`config.mk`:
```
export PLATFORM = sky130hd
export DESIGN_NAME = player_grid_ctrl
export DESIGN_NICKNAME = d
export VERILOG_FILES = /design/src/rtl/player_grid_ctrl.sv
export SDC_FILE = /design/constraint.sdc
export NUM_CORES = 1
export LEC_CHECK = 0
export CORE_ASPECT_RATIO = 1.75
export CORE_MARGIN = 4
export CORE_UTILIZATION = 50
export CTS_CLUSTER_SIZE = 8
export DETAILED_ROUTE_END_ITERATION = 12
export DONT_BUFFER_PORTS = 1
export HOLD_SLACK_MARGIN = 0.02
export SYNTH_ARGS = -nofsm -noshare
export SYNTH_HDL_FRONTEND = slang
export SYNTH_SLANG_ARGS = --single-unit
```
`constraint.sdc`:
```
create_clock -name i_clk -period 7.5 [get_ports i_clk]
set_input_delay 0.375 -clock i_clk [delete_from_list [all_inputs] [get_ports i_clk]]
set_output_delay 0.375 -clock i_clk [all_outputs]
set_load 0.1 [all_outputs]
```
`src/rtl/player_grid_ctrl.sv`:
```
// Grid-stepping player controller: button edges to clamped STEP moves, level exits and event pulses.
// Optional hold-to-repeat movement is built when PLAYER_AUTOREPEAT_EN is defined.
module player_grid_ctrl #(
    parameter int COORD_W       = 10,
    parameter int LEVEL_W       = 10,
    parameter int STEP          = 40,
    parameter int H_MIN_POS     = 0,
    parameter int H_MAX_POS     = 600,
    parameter int V_MIN_POS     = 40,
    parameter int V_MAX_POS     = 440,
    parameter int START_H       = 40,
    parameter int START_V       = 240,
    parameter int MAX_LEVEL     = 9,
    parameter int REPEAT_DELAY  = 25000000,
    parameter int REPEAT_PERIOD = 10000000
) (
    input  logic               i_clk,
    input  logic               i_reset_player,
    input  logic               i_clear_level,
    input  logic               i_pause,
    input  logic               i_up,
    input  logic               i_down,
    input  logic               i_left,
    input  logic               i_right,
    output logic [COORD_W-1:0] o_new_h,
    output logic [COORD_W-1:0] o_new_v,
    output logic [LEVEL_W-1:0] o_next_level,
    output logic               o_moved,
    output logic               o_blocked,
    output logic               o_level_up,
    output logic               o_game_won,
    output logic [1:0]         o_state
);

`ifdef PLAYER_AUTOREPEAT_EN
    typedef enum logic [1:0] {
        ST_IDLE   = 2'd0,
        ST_HELD   = 2'd1,
        ST_REPEAT = 2'd2
    } state_t;

    localparam int TMR_MAX = (REPEAT_DELAY > REPEAT_PERIOD) ? REPEAT_DELAY : REPEAT_PERIOD;
    localparam int TMR_W   = $clog2(TMR_MAX + 1);
    localparam logic [TMR_W-1:0] L_DLY_M1 = TMR_W'(REPEAT_DELAY - 1);
    localparam logic [TMR_W-1:0] L_PER_M1 = TMR_W'(REPEAT_PERIOD - 1);

    logic [TMR_W-1:0] r_timer;
`else
    typedef enum logic [1:0] {
        ST_IDLE = 2'd0,
        ST_HELD = 2'd1
    } state_t;
`endif

    // Direction codes index the button vector {up, down, left, right}.
    localparam logic [1:0] DIR_RIGHT = 2'd0;
    localparam logic [1:0] DIR_LEFT  = 2'd1;
    localparam logic [1:0] DIR_DOWN  = 2'd2;
    localparam logic [1:0] DIR_UP    = 2'd3;

    localparam logic [COORD_W:0]   L_STEP  = (COORD_W+1)'(STEP);
    localparam logic [COORD_W:0]   L_H_MIN = (COORD_W+1)'(H_MIN_POS);
    localparam logic [COORD_W:0]   L_H_MAX = (COORD_W+1)'(H_MAX_POS);
    localparam logic [COORD_W:0]   L_V_MIN = (COORD_W+1)'(V_MIN_POS);
    localparam logic [COORD_W:0]   L_V_MAX = (COORD_W+1)'(V_MAX_POS);
    localparam logic [LEVEL_W-1:0] L_LVL_MAX = LEVEL_W'(MAX_LEVEL);
    localparam logic [LEVEL_W-1:0] L_LVL_ONE = LEVEL_W'(1);

    state_t             r_state;
    logic [COORD_W-1:0] r_h;
    logic [COORD_W-1:0] r_v;
    // Level survives reset_player; only power-up and clear_level return it to 1.
    logic [LEVEL_W-1:0] r_level = LEVEL_W'(1);
    logic [3:0]         r_prev_btn;
    logic [1:0]         r_dir;
    logic               r_moved;
    logic               r_blocked;
    logic               r_level_up;
    logic               r_game_won;

    logic [3:0]         w_btn;
    logic [3:0]         w_press;
    logic               w_press_any;
    logic [1:0]         w_press_dir;
    logic [1:0]         w_mv_dir;
    logic               w_dir_held;
    logic               w_fire;
    logic [COORD_W:0]   w_h_ext;
    logic [COORD_W:0]   w_v_ext;
    logic [COORD_W-1:0] w_nxt_h;
    logic [COORD_W-1:0] w_nxt_v;
    logic [LEVEL_W-1:0] w_nxt_lvl;
    logic               w_ok;
    logic               w_lu;
    logic               w_gw;

    assign w_btn       = {i_up, i_down, i_left, i_right};
    assign w_press     = w_btn & ~r_prev_btn;
    assign w_press_any = |w_press;
    assign w_dir_held  = w_btn[r_dir];
    assign w_mv_dir    = w_press_any ? w_press_dir : r_dir;
    assign w_h_ext     = {1'b0, r_h};
    assign w_v_ext     = {1'b0, r_v};

    always_comb begin
        w_press_dir = DIR_RIGHT;
        if (w_press[3])      w_press_dir = DIR_UP;
        else if (w_press[2]) w_press_dir = DIR_DOWN;
        else if (w_press[1]) w_press_dir = DIR_LEFT;
    end

    // A fresh press always fires; a repeat fires only while the resolved direction is still held.
    always_comb begin
        w_fire = w_press_any;
`ifdef PLAYER_AUTOREPEAT_EN
        if (!w_press_any && w_dir_held) begin
            if (r_state == ST_HELD && r_timer == L_DLY_M1)
                w_fire = 1'b1;
            if (r_state == ST_REPEAT && r_timer == L_PER_M1)
                w_fire = 1'b1;
        end
`endif
    end

    // Bounds are compared one bit wider than the coordinates so additions cannot wrap.
    always_comb begin
        w_nxt_h   = r_h;
        w_nxt_v   = r_v;
        w_nxt_lvl = r_level;
        w_ok      = 1'b1;
        w_lu      = 1'b0;
        w_gw      = 1'b0;
        case (w_mv_dir)
            DIR_UP: begin
                if (w_v_ext >= L_V_MIN + L_STEP) w_nxt_v = r_v - COORD_W'(STEP);
                else                             w_ok    = 1'b0;
            end
            DIR_DOWN: begin
                if (w_v_ext + L_STEP <= L_V_MAX) w_nxt_v = r_v + COORD_W'(STEP);
                else                             w_ok    = 1'b0;
            end
            DIR_LEFT: begin
                if (w_h_ext >= L_H_MIN + L_STEP) w_nxt_h = r_h - COORD_W'(STEP);
                else                             w_ok    = 1'b0;
            end
            default: begin
                if (w_h_ext + L_STEP <= L_H_MAX) begin
                    w_nxt_h = r_h + COORD_W'(STEP);
                end else begin
                    w_nxt_h = COORD_W'(H_MIN_POS);
                    if (r_level < L_LVL_MAX) begin
                        w_nxt_lvl = r_level + L_LVL_ONE;
                        w_lu      = 1'b1;
                    end else begin
                        w_gw = 1'b1;
                    end
                end
            end
        endcase
    end

    always_ff @(posedge i_clk) begin
        if (i_reset_player) begin
            r_h        <= COORD_W'(START_H);
            r_v        <= COORD_W'(START_V);
            r_state    <= ST_IDLE;
            r_dir      <= DIR_RIGHT;
            r_prev_btn <= 4'b0000;
            r_moved    <= 1'b0;
            r_blocked  <= 1'b0;
            r_level_up <= 1'b0;
            r_game_won <= 1'b0;
`ifdef PLAYER_AUTOREPEAT_EN
            r_timer    <= '0;
`endif
            if (i_clear_level)
                r_level <= L_LVL_ONE;
        end else begin
            r_prev_btn <= w_btn;
            r_moved    <= 1'b0;
            r_blocked  <= 1'b0;
            r_level_up <= 1'b0;
            r_game_won <= 1'b0;
            if (!i_pause) begin
                if (w_fire) begin
                    r_h        <= w_nxt_h;
                    r_v        <= w_nxt_v;
                    r_level    <= w_nxt_lvl;
                    r_moved    <= w_ok;
                    r_blocked  <= ~w_ok;
                    r_level_up <= w_lu;
                    r_game_won <= w_gw;
                end
                if (w_press_any) begin
                    r_state <= ST_HELD;
                    r_dir   <= w_press_dir;
`ifdef PLAYER_AUTOREPEAT_EN
                    r_timer <= '0;
`endif
                end else if (r_state != ST_IDLE && !w_dir_held) begin
                    r_state <= ST_IDLE;
`ifdef PLAYER_AUTOREPEAT_EN
                    r_timer <= '0;
`endif
                end
`ifdef PLAYER_AUTOREPEAT_EN
                else if (r_state == ST_HELD) begin
                    if (r_timer == L_DLY_M1) begin
                        r_state <= ST_REPEAT;
                        r_timer <= '0;
                    end else begin
                        r_timer <= r_timer + 1'b1;
                    end
                end else if (r_state == ST_REPEAT) begin
                    if (r_timer == L_PER_M1) r_timer <= '0;
                    else                     r_timer <= r_timer + 1'b1;
                end
`endif
            end
            // Clearing wins over a same-cycle level exit.
            if (i_clear_level)
                r_level <= L_LVL_ONE;
        end
    end

    assign o_new_h      = r_h;
    assign o_new_v      = r_v;
    assign o_next_level = r_level;
    assign o_moved      = r_moved;
    assign o_blocked    = r_blocked;
    assign o_level_up   = r_level_up;
    assign o_game_won   = r_game_won;
    assign o_state      = r_state;

endmodule

```
==> results.sh <==
export IMPL_worstPathArrival_ns=3.36
export IMPL_critPathMaxFanout=10
export IMPL_cts_sinks=35
export IMPL_hold_violations=0
export IMPL_period_share_pct=45.6
export IMPL_die_x_um=60.2
export IMPL_nets=277
export IMPL_synth_seq_cells=35
export IMPL_rsz0062_at_grt="no"
export IMPL_netlist_area_mm2=0.00238
export IMPL_cts_made_buffers=5
export IMPL_synth_area_leader_cell="dfxtp_1"
export IMPL_root_buffer="clkbuf_8"
export IMPL_insertion_delay_ns=0.29
export IMPL_cts_resized=0
export IMPL_maxCapViolations=0
export IMPL_grt_usage_pct=18.0
export IMPL_end_kind="register"
export IMPL_gp_congestion=0.891
export IMPL_status="completed"
export IMPL_vdd_ir_drop_max_v=0.000149
export IMPL_regToRegStartpoint="o_new_h[4]$_SDFFE_PP0P_"
export IMPL_syn_inst=255
export IMPL_wirelength_mm=4.94
export IMPL_synth_edff_count=10
export IMPL_initial_core_util_pct=51.1
export IMPL_mostFrequentLayoutCells="dfxtp_1, nor2_1, nand2_1"
export IMPL_hold_class="primary input to register"
export IMPL_cts_tree="yes"
export IMPL_ys_warn_count=0
export IMPL_num_antenna_cells=0
export IMPL_final_common_cell="dfxtp_1"
export IMPL_vias_per_cell=5.75
export IMPL_synthTopCellsByArea="dfxtp_1, edfxtp_1, ha_1, xor2_1, nor2_1"
export IMPL_drive_above_1_share_pct=15.5
export IMPL_min_from="i_reset_player"
export IMPL_slew_viol_final=0
export IMPL_core_area_mm2=0.00467
export IMPL_p_per_area_mw_per_mm2=249
export IMPL_synth_top_area_share_pct=21.0
export IMPL_cp_data_required_time_ns=7.44
export IMPL_antenna_found_initial=0
export IMPL_tightest_slew_ns=1.17
export IMPL_setup_violations=0
export IMPL_syn_to_final_growth_pct=4.10
export IMPL_seq_area_frac_synth_pct=33.6
export IMPL_vias=1783
export IMPL_place_hpwl_mm=3.84
export IMPL_post_cts_buffers=0
export IMPL_route_detailed_drc=0
export IMPL_ys_flop_type="dfxtp_1"
export IMPL_synth_cell_types=66
export IMPL_drtIter0Drc=40
export IMPL_core_rowCount=33
export IMPL_fmax_mhz=292
export IMPL_cp_start_kind="register"
export IMPL_r2r_slack_ns=4.08
export IMPL_async_flop_share_pct=0
export IMPL_portBuffers=0
export IMPL_holdBufCountCts=0
export IMPL_holdPathStages=1
export IMPL_max_slew_margin_rel_pct=21.8
export IMPL_crit_type="register to register"
export IMPL_fin_worst_skew_ns=0.00571
export IMPL_die_y_um=99.3
export IMPL_period_needed_ns=3.42
export IMPL_synth_avg_cell_area_um2=9.34
export IMPL_tns_ns=0
export IMPL_clk_pin_slew_ns=0.07
export IMPL_grt_ovfl_total=0
export IMPL_drtAntennaViolNets=0
export IMPL_clk_path_buf_depth=2
export IMPL_wl_per_cell_um=15.9
export IMPL_hold_path_endpoint="o_state[0]$_SDFFE_PP0P_"
export IMPL_first_pass_iters=4
export IMPL_dieArea_mm2=0.00598
export IMPL_leakage_uw=0.00100
export IMPL_grt_max_degree=21
export IMPL_timing_rr_end="o_next_level[7]$_SDFFCE_PP0P_"
export IMPL_cts_htree_levels=2
export IMPL_power_uw=616
export IMPL_grt_pass1_vias=1777
export IMPL_ff2ff_path_depth=7
export IMPL_pin_count=44
export IMPL_grt_first_pass_wirelength_mm=8.20
## critical path: stages, from the launching register on
cell and delay, ns:
dfxtp_1 1.10, ha_1 0.38, nor2_1 0.08, or3_4 0.39, xnor2_2 0.25, a21oi_2 0.18
nor4_4 0.28, or2_1 0.41
## worst max path at each step
| stage | start | endpoint | slack, ns | cells past startpoint |
|---|---|---|---|---|
| 5_1_grt | o_new_h[4]$_SDFFE_PP0P_ | o_next_level[9]$_SDFFCE_PP0P_ | 3.85 | 7 |
| 6_report | o_new_h[4]$_SDFFE_PP0P_ | o_next_level[7]$_SDFFCE_PP0P_ | 4.08 | 7 |
| 2_1_floorplan | o_new_h[3]$_SDFFE_PP1P_ | o_next_level[0]$_SDFFCE_PP1P_ | 4.35 | 7 |
| 3_5_place_dp | o_new_h[4]$_SDFFE_PP0P_ | o_next_level[7]$_SDFFCE_PP0P_ | 4.07 | 7 |
| 3_3_place_gp | o_new_h[4]$_SDFFE_PP0P_ | o_next_level[7]$_SDFFCE_PP0P_ | 4.14 | 7 |
| 4_1_cts | o_new_h[4]$_SDFFE_PP0P_ | o_next_level[7]$_SDFFCE_PP0P_ | 4.06 | 7 |
## sequential cells by signal, indices dropped and copies added, names as in the netlist
| signal | flops |
|---|---|
| o_moved | 1 |
| o_state | 1 |
| r_prev_btn | 4 |
| o_next_level | 10 |
| r_dir | 2 |
| o_new_h | 7 |
| o_level_up | 1 |
| o_game_won | 1 |
| o_new_v | 7 |
| o_blocked | 1 |
## per-stage QoR
stage               hold slack [ns]  setup WS [ns]  std cells  area [um2]  utilization (%)
finish                        0.146           4.08        310        2480             53.2
global route                  0.122           3.85        310        2480             53.2
CTS                           0.138           4.06        310        2480             53.2
detailed placement            0.450           4.07        302        2370             50.7
global placement              0.449           4.14        302        2370             50.7
floorplan                     0.503           4.35        261        2400                -
## report_power, final
part	leakage, uW	total (uW)	switching [uW]	internal, uW
clock network	0.0000581	171	71.9	98.9
registers	0.000307	302	92.8	209
logic	0.000635	144	92.9	51.1
## per-layer routing
metal | global-route usage, % | share of wire (%)
met5 | 0 | 0
met4 | 8.87 | 2.9
met3 | 6.10 | 6.2
met2 | 31.8 | 55
met1 | 17.7 | 36
## cell usage after synthesis (all sizes together), types with 2 or more instances
master and number:
inv 12, a2111oi 2, mux2i 3, a311o 2, o21ai 18, dfxtp 25
and2 4, and3 2, clkbuf 7, or2 3, or3 5, buf 10
nand2b 5, edfxtp 10, a21oi 17, ha 11, a31oi 2, nand3 9
nor2 24, nor4 4, nand2 16, xor2 11, a211oi 3, o211ai 5
nor3 5, nor2b 7, a21o 6, xnor2 5, a211o 3
## final cells by class
type	instances	area [um2]
tap	52	65.1
inverter	12	45.0
timing repair buffer	6	45.0
sequential	35	801
clock inverter	3	43.8
clock buffer	5	68.8
fill	460	2190
multi-input combinational	197	1410
## logic make-up after synthesis
| logic type | synth area share (%) |
|---|---|
| DFF | 33.6 |
| other | 0.157 |
| muxes | 2.21 |
| and+or+nand+nor | 22.0 |
| adders and majority gates | 6.62 |
| AOI/OAI and AO/OA | 21.2 |
| xor gates and xnor gates | 6.20 |
| buffers and inverters | 8.09 |
Power figures use the tool's default switching activity.
